**config.mk**
```make
export PLATFORM = sky130hd
export DESIGN_NAME = tdm_demultiplexer_flat
export DESIGN_NICKNAME = d
export VERILOG_FILES = /design/src/rtl/tdm_demultiplexer_if.sv /design/src/rtl/tdm_demultiplexer.sv /design/src/flat_wrapper.sv
export SDC_FILE = /design/constraint.sdc
export NUM_CORES = 1
export LEC_CHECK = 0
export ABC_AREA = 1
export CAP_MARGIN = 25
export CORE_AREA = 2 2 39 41
export DETAILED_ROUTE_END_ITERATION = 12
export DIE_AREA = 0 0 41 43
export PLACE_DENSITY = 0.7
export SYNTH_ARGS = -nofsm -noshare
export SYNTH_HDL_FRONTEND = slang
export SYNTH_SLANG_ARGS = --single-unit
```
**constraint.sdc**
```tcl
create_clock -name clk -period 4.2 [get_ports clk]
set_input_delay 1.26 -clock clk [delete_from_list [all_inputs] [get_ports clk]]
set_output_delay 1.26 -clock clk [all_outputs]
set_load 0.01 [all_outputs]
```
**src/rtl/tdm_demultiplexer_if.sv**
```systemverilog
// tdm_demultiplexer_if
// Purpose : bundles the serial lane input and the demultiplexed frame outputs
//           of the TDM demultiplexer so that both sides share one connection.
// Ports   :
//   din, din_valid, frame_start  serial lane from the transmitter
//   out0..out3                   registered slot words of the last full frame
//   addr0, addr1                 next expected slot index (LSB, MSB)
//   frame_valid                  one-cycle pulse when out0..out3 update
//   sync_err                     one-cycle pulse on a framing violation
// Modports: master drives the lane and observes the frame;
//           slave is the demultiplexer itself.
interface tdm_demultiplexer_if #(
   parameter int WIDTH = 1
);
   logic [WIDTH-1:0] din;
   logic             din_valid;
   logic             frame_start;
   logic [WIDTH-1:0] out0;
   logic [WIDTH-1:0] out1;
   logic [WIDTH-1:0] out2;
   logic [WIDTH-1:0] out3;
   logic             addr0;
   logic             addr1;
   logic             frame_valid;
   logic             sync_err;

   modport master (
      output din, din_valid, frame_start,
      input  out0, out1, out2, out3, addr0, addr1, frame_valid, sync_err
   );

   modport slave (
      input  din, din_valid, frame_start,
      output out0, out1, out2, out3, addr0, addr1, frame_valid, sync_err
   );
endinterface

```
**src/rtl/tdm_demultiplexer.sv**
```systemverilog
// tdm_demultiplexer
// Purpose : receive-side counterpart of a 4:1 TDM multiplexer. Words arrive on
//           one lane in slot order 0,1,2,3 with slot 0 marked by frame_start.
//           Slots are collected in shadow registers and published atomically
//           to out0..out3 once slot 3 arrives.
// Ports   :
//   clk    rising-edge system clock
//   reset  synchronous, active-high reset
//   bus    tdm_demultiplexer_if slave modport (lane in, frame out)
module tdm_demultiplexer #(
   parameter int WIDTH = 1
) (
   input  logic                 clk,
   input  logic                 reset,
   tdm_demultiplexer_if.slave   bus
);

   typedef enum logic {
      HUNT,
      RECV
   } state_t;

   state_t           state_q;
   logic [1:0]       slotCnt_q;
   logic [WIDTH-1:0] shadow0_q;
   logic [WIDTH-1:0] shadow1_q;
   logic [WIDTH-1:0] shadow2_q;
   logic [WIDTH-1:0] out0_q;
   logic [WIDTH-1:0] out1_q;
   logic [WIDTH-1:0] out2_q;
   logic [WIDTH-1:0] out3_q;
   logic             frameValid_q;
   logic             syncErr_q;

   // Framing FSM. The slot counter doubles as the published address, so the
   // address always shows the next slot the block expects. Pulses default low
   // every cycle and are only raised for the single edge that detects an
   // event; idle (din_valid low) cycles leave all framing state untouched.
   // Slot 3 bypasses its shadow and is copied straight from din so all four
   // outputs change on the same edge.
   always_ff @(posedge clk) begin
      if (reset) begin
         state_q      <= HUNT;
         slotCnt_q    <= 2'd0;
         shadow0_q    <= '0;
         shadow1_q    <= '0;
         shadow2_q    <= '0;
         out0_q       <= '0;
         out1_q       <= '0;
         out2_q       <= '0;
         out3_q       <= '0;
         frameValid_q <= 1'b0;
         syncErr_q    <= 1'b0;
      end else begin
         frameValid_q <= 1'b0;
         syncErr_q    <= 1'b0;
         if (bus.din_valid) begin
            case (state_q)
               HUNT: begin
                  if (bus.frame_start) begin
                     shadow0_q <= bus.din;
                     slotCnt_q <= 2'd1;
                     state_q   <= RECV;
                  end else begin
                     slotCnt_q <= 2'd0;
                  end
               end
               RECV: begin
                  if (slotCnt_q == 2'd0) begin
                     if (bus.frame_start) begin
                        shadow0_q <= bus.din;
                        slotCnt_q <= 2'd1;
                     end else begin
                        syncErr_q <= 1'b1;
                        state_q   <= HUNT;
                     end
                  end else if (bus.frame_start) begin
                     syncErr_q <= 1'b1;
                     shadow0_q <= bus.din;
                     slotCnt_q <= 2'd1;
                  end else begin
                     case (slotCnt_q)
                        2'd1: begin
                           shadow1_q <= bus.din;
                           slotCnt_q <= 2'd2;
                        end
                        2'd2: begin
                           shadow2_q <= bus.din;
                           slotCnt_q <= 2'd3;
                        end
                        default: begin
                           out0_q       <= shadow0_q;
                           out1_q       <= shadow1_q;
                           out2_q       <= shadow2_q;
                           out3_q       <= bus.din;
                           frameValid_q <= 1'b1;
                           slotCnt_q    <= 2'd0;
                        end
                     endcase
                  end
               end
               default: begin
                  state_q   <= HUNT;
                  slotCnt_q <= 2'd0;
               end
            endcase
         end
      end
   end

   assign bus.out0        = out0_q;
   assign bus.out1        = out1_q;
   assign bus.out2        = out2_q;
   assign bus.out3        = out3_q;
   assign bus.addr0       = slotCnt_q[0];
   assign bus.addr1       = slotCnt_q[1];
   assign bus.frame_valid = frameValid_q;
   assign bus.sync_err    = syncErr_q;

endmodule

```
**src/flat_wrapper.sv**
```systemverilog
// flat-port wrapper written by rule: the top's interface ports become plain ports
module tdm_demultiplexer_flat 
#(
   parameter int WIDTH = 1
)
  (clk, reset, bus_din, bus_din_valid, bus_frame_start, bus_out0, bus_out1, bus_out2, bus_out3, bus_addr0, bus_addr1, bus_frame_valid, bus_sync_err);
  tdm_demultiplexer_if #(.WIDTH(WIDTH)) bus_i ();
  input  logic clk;
  input  logic reset;
  input wire logic [$bits(bus_i.din)-1:0] bus_din;
  input wire logic [$bits(bus_i.din_valid)-1:0] bus_din_valid;
  input wire logic [$bits(bus_i.frame_start)-1:0] bus_frame_start;
  output wire logic [$bits(bus_i.out0)-1:0] bus_out0;
  output wire logic [$bits(bus_i.out1)-1:0] bus_out1;
  output wire logic [$bits(bus_i.out2)-1:0] bus_out2;
  output wire logic [$bits(bus_i.out3)-1:0] bus_out3;
  output wire logic [$bits(bus_i.addr0)-1:0] bus_addr0;
  output wire logic [$bits(bus_i.addr1)-1:0] bus_addr1;
  output wire logic [$bits(bus_i.frame_valid)-1:0] bus_frame_valid;
  output wire logic [$bits(bus_i.sync_err)-1:0] bus_sync_err;
  assign bus_i.din = bus_din;
  assign bus_i.din_valid = bus_din_valid;
  assign bus_i.frame_start = bus_frame_start;
  assign bus_out0 = bus_i.out0;
  assign bus_out1 = bus_i.out1;
  assign bus_out2 = bus_i.out2;
  assign bus_out3 = bus_i.out3;
  assign bus_addr0 = bus_i.addr0;
  assign bus_addr1 = bus_i.addr1;
  assign bus_frame_valid = bus_i.frame_valid;
  assign bus_sync_err = bus_i.sync_err;
  tdm_demultiplexer #(.WIDTH(WIDTH)) u_core (.clk(clk), .reset(reset), .bus(bus_i));
endmodule
```
==> impl_metrics.yaml, run 1 <==
sta:
  timing.hold.ws_ns: 0.457
  fin_skew_ns: 0.00213
  tns_ns: 0
  period_minus_slack_ns: 2.47
  rsz0062_at_grt: "false"
  max_freq_mhz: 405
  slew_headroom: 0.816
  setup_violations: 0
  drv_slew: 0
  fin_crit_sh: 0.588
  hold_viol: 0
  tightest_slew_ns: 0.276
layout:
  area_delta_synth_final_pct: 28.8
  fin_util: 0.545
  antenna_cells: 0
  nets: 111
  instances_no_fill: 116
  drive_gt1_frac: 0.0600
setup_path:
  crit_start: "u_core.slotCnt_q[1]$_SDFFE_PP0P_"
  end_kind: "output port"
  r2r-end: "u_core.bus.out2$_SDFFE_PP0P_"
  path_class: "flop to output port"
  cp_max_fo: 4
  rrSetupSlack_ns: 2.63
  crit_cells: 1
  startpoint_type: "flop"
  slowest_delay_ns: 0.56
  crit_chain: "clkdlybuf4s50_1"
  crit_path_end: "bus_addr1"
  cp_data_required_time_ns: 2.94
  path_delay_family: "buffers and inverters"
  rr_worst_depth: 9
  arrival_ns: 1.21
  cpMaxStageDelayCell: "clkdlybuf4s50_1"
  crit_buf_inv: 1
  worstReg2RegStart: "u_core.slotCnt_q[1]$_SDFFE_PP0P_"
power_and_ir_drop:
  irDropWorstVdd_uv: 202
  finalPower_w: 0.000245
  p_leak_nw: 0.327
  pwr_density_cell_nw_per_um2: 325
hold_path:
  min_path_type: "flop to flop"
logic_synthesis:
  yosysMostFrequentCell: "nand2_1"
  avgSynthCellArea_um2: 6.89
  synth_edf_count: 0
  synth.top_cells.by_area: "dfxtp_1 41%, nand2_1 16%, nor2_1 13%, ha_1 11%, inv_1 7.1%"
  synth_top_area_cell: "dfxtp_1"
  seq_area_frac_synth: 0.410
  synth_xor_area_frac: 0
  synth_top_family_by_area: "simple AND/OR/NAND/NOR gates"
  synthesis.nets: 95
  netlist-cell-type-count: 13
  yosysWarningCount: 0
  synth_simple_gate_area_frac: 0.368
  syn_inst: 85
  synthMuxAreaShare: 0
  synth_seq_cells: 12
  synth-adder-area-share: 0.107
  async_flop_share: 0
  syn_area_um2: 586
  synth_top_flop_cell: "dfxtp_1"
  netlist_top_cells_count: "25 x nand2_1, 20 x nor2_1, 12 x dfxtp_1, 11 x inv_1, 5 x ha_1"
  synth-compound-area-share: 0.0256
  netlist.area_leader.share: 0.410
die:
  num_rows: 14
  die_area_um2: 1760
  core_area_um2: 1380
  io-pin-count: 13
  initial_utilization: 0.423
  die_y_um: 43
  die_x_um: 41
placed_design:
  portBuffers: 12
  gp_congestion: 0.700
  dp_hpwl_um: 821
  dp_cells: 112
routing:
  drc: 0
  viasPerCell: 4.52
  drt_iter0_markers: 4
  wl_um: 1040
  dr.pass1.iters: 2
  dr_total_vias: 524
  drtAntennaViolNets: 0
  wl_per_cell_um: 8.93
clock_tree:
  htreeDepth: 1
  cts_tree: "done"
  cts_hold_buffers: 0
  clock_latency_ns: 0.26
  cts_setup_buffers: 0
  cts.repair.resized: 0
  clock_sinks: 12
  clock_path_buffers: 2
  clkTransAtPathRegs_ns: 0.08
  root_buffer: "clkbuf_4"
  cts_buffers: 3
grt:
  antenna_found_initial: 0
  grt_usage: 0.147
  grt_pass1_wl_um: 1770
  overflow: 0
  grt_max_degree: 11
  grt_pass1_vias: 457
run_status:
  run_status: "finished clean"
job:
  cap_viol_max_count: 0
-- report_power, final --
group	leakage, nW	switching, W	internal, W
clock network	0.0210	0.0000375	0.0000526
logic	0.209	0.0000196	0.0000155
registers	0.0976	0.00000294	0.000117
-- flip-flops by register name, indices dropped and copies added (netlist names) --
| signal | flops |
|---|---|
| u_core.slotCnt_q | 2 |
| u_core.bus.frame_valid | 1 |
| u_core.bus.out0 | 1 |
| u_core.bus.out1 | 1 |
| u_core.bus.out2 | 1 |
| u_core.bus.out3 | 1 |
| u_core.bus.sync_err | 1 |
| u_core.shadow0_q | 1 |
| u_core.shadow1_q | 1 |
| u_core.shadow2_q | 1 |
| u_core.state_q | 1 |
-- worst min path at each step --
| stage | startpoint | end | slack, ns | cells past startpoint |
|---|---|---|---|---|
| global placement | u_core.shadow0_q$_SDFFE_PP0P_ | u_core.shadow0_q$_SDFFE_PP0P_ | 0.45 | 2 |
| floorplan | u_core.shadow0_q$_SDFFE_PP0P_ | u_core.shadow0_q$_SDFFE_PP0P_ | 0.43 | 2 |
| finish | u_core.shadow0_q$_SDFFE_PP0P_ | u_core.shadow0_q$_SDFFE_PP0P_ | 0.46 | 2 |
| global route | u_core.shadow0_q$_SDFFE_PP0P_ | u_core.shadow0_q$_SDFFE_PP0P_ | 0.49 | 2 |
| CTS | u_core.shadow0_q$_SDFFE_PP0P_ | u_core.shadow0_q$_SDFFE_PP0P_ | 0.46 | 2 |
| detailed placement | u_core.shadow0_q$_SDFFE_PP0P_ | u_core.shadow0_q$_SDFFE_PP0P_ | 0.45 | 2 |
-- metrics by stage --
step / setup WS [ns] / instance area (um^2)
global route: 1.70 / 754
floorplan: 2.20 / 586
CTS: 1.73 / 754
finish: 1.73 / 754
global placement: 1.66 / 718
detailed placement: 1.59 / 718
-- cell usage in the layout (no fill, tap or decap), drive strengths merged, types with 2 or more instances in the layout --
master	count
inv	11
nand2	25
a21oi	2
clkdlybuf4s50	12
clkbuf	4
nor2	21
ha	5
dfxtp	12
nand3	5
-- kinds of logic (layout without fill, tap and decap cells) --
family | after synthesis | after routing
AND/OR/NAND/NOR | 52 | 52
buffers and inverters | 13 | 28
flip-flops | 12 | 12
adder cells (fa/ha/maj) | 5 | 5
AO/OA/AOI/OAI | 3 | 3
-- worst min-delay path, cell delays in order (launching register included) --
cell and delay, ns:
dfxtp_1 0.30, inv_1 0.06, a21oi_1 0.06
-- per-layer routing --
layer / GRT usage / up-vias / share of wire / wire (um)
met5: 0 / - / 0 / 0
met1: 0.172 / 230 / 0.46 / 475
met2: 0.234 / 9 / 0.49 / 511
met4: 0.0800 / 0 / 0.0058 / 6
met3: 0.0314 / 2 / 0.042 / 43
li1: - / 283 / - / -
-- area by class of cell --
cell class                 instances  area [um^2]
clock buffer                       4         36.3
fill                             140          629
inverter                          12         45.0
multi-input combinational         60          293
sequential                        12          240
tap                               16         20.0
timing repair buffer              12          120
(Power assumes the default switching activity.)
==> inputs of run 2 (changes only) <==
Clock period 4.2 ns to 2.3 ns, I/O delays scaled along.
==> results of run 2 <==
Same layout as run 1 (identical final DEF). Status: finished clean.
Main changes from that run: setup slack after placement 1.59 ns -> 0.255 ns; setup slack after layout 1.73 ns -> 0.400 ns; register-to-register setup slack 2.63 ns -> 0.73 ns; total power 0.000245 W -> 0.000448 W; worst IR drop on VDD 202 uV -> 368 uV
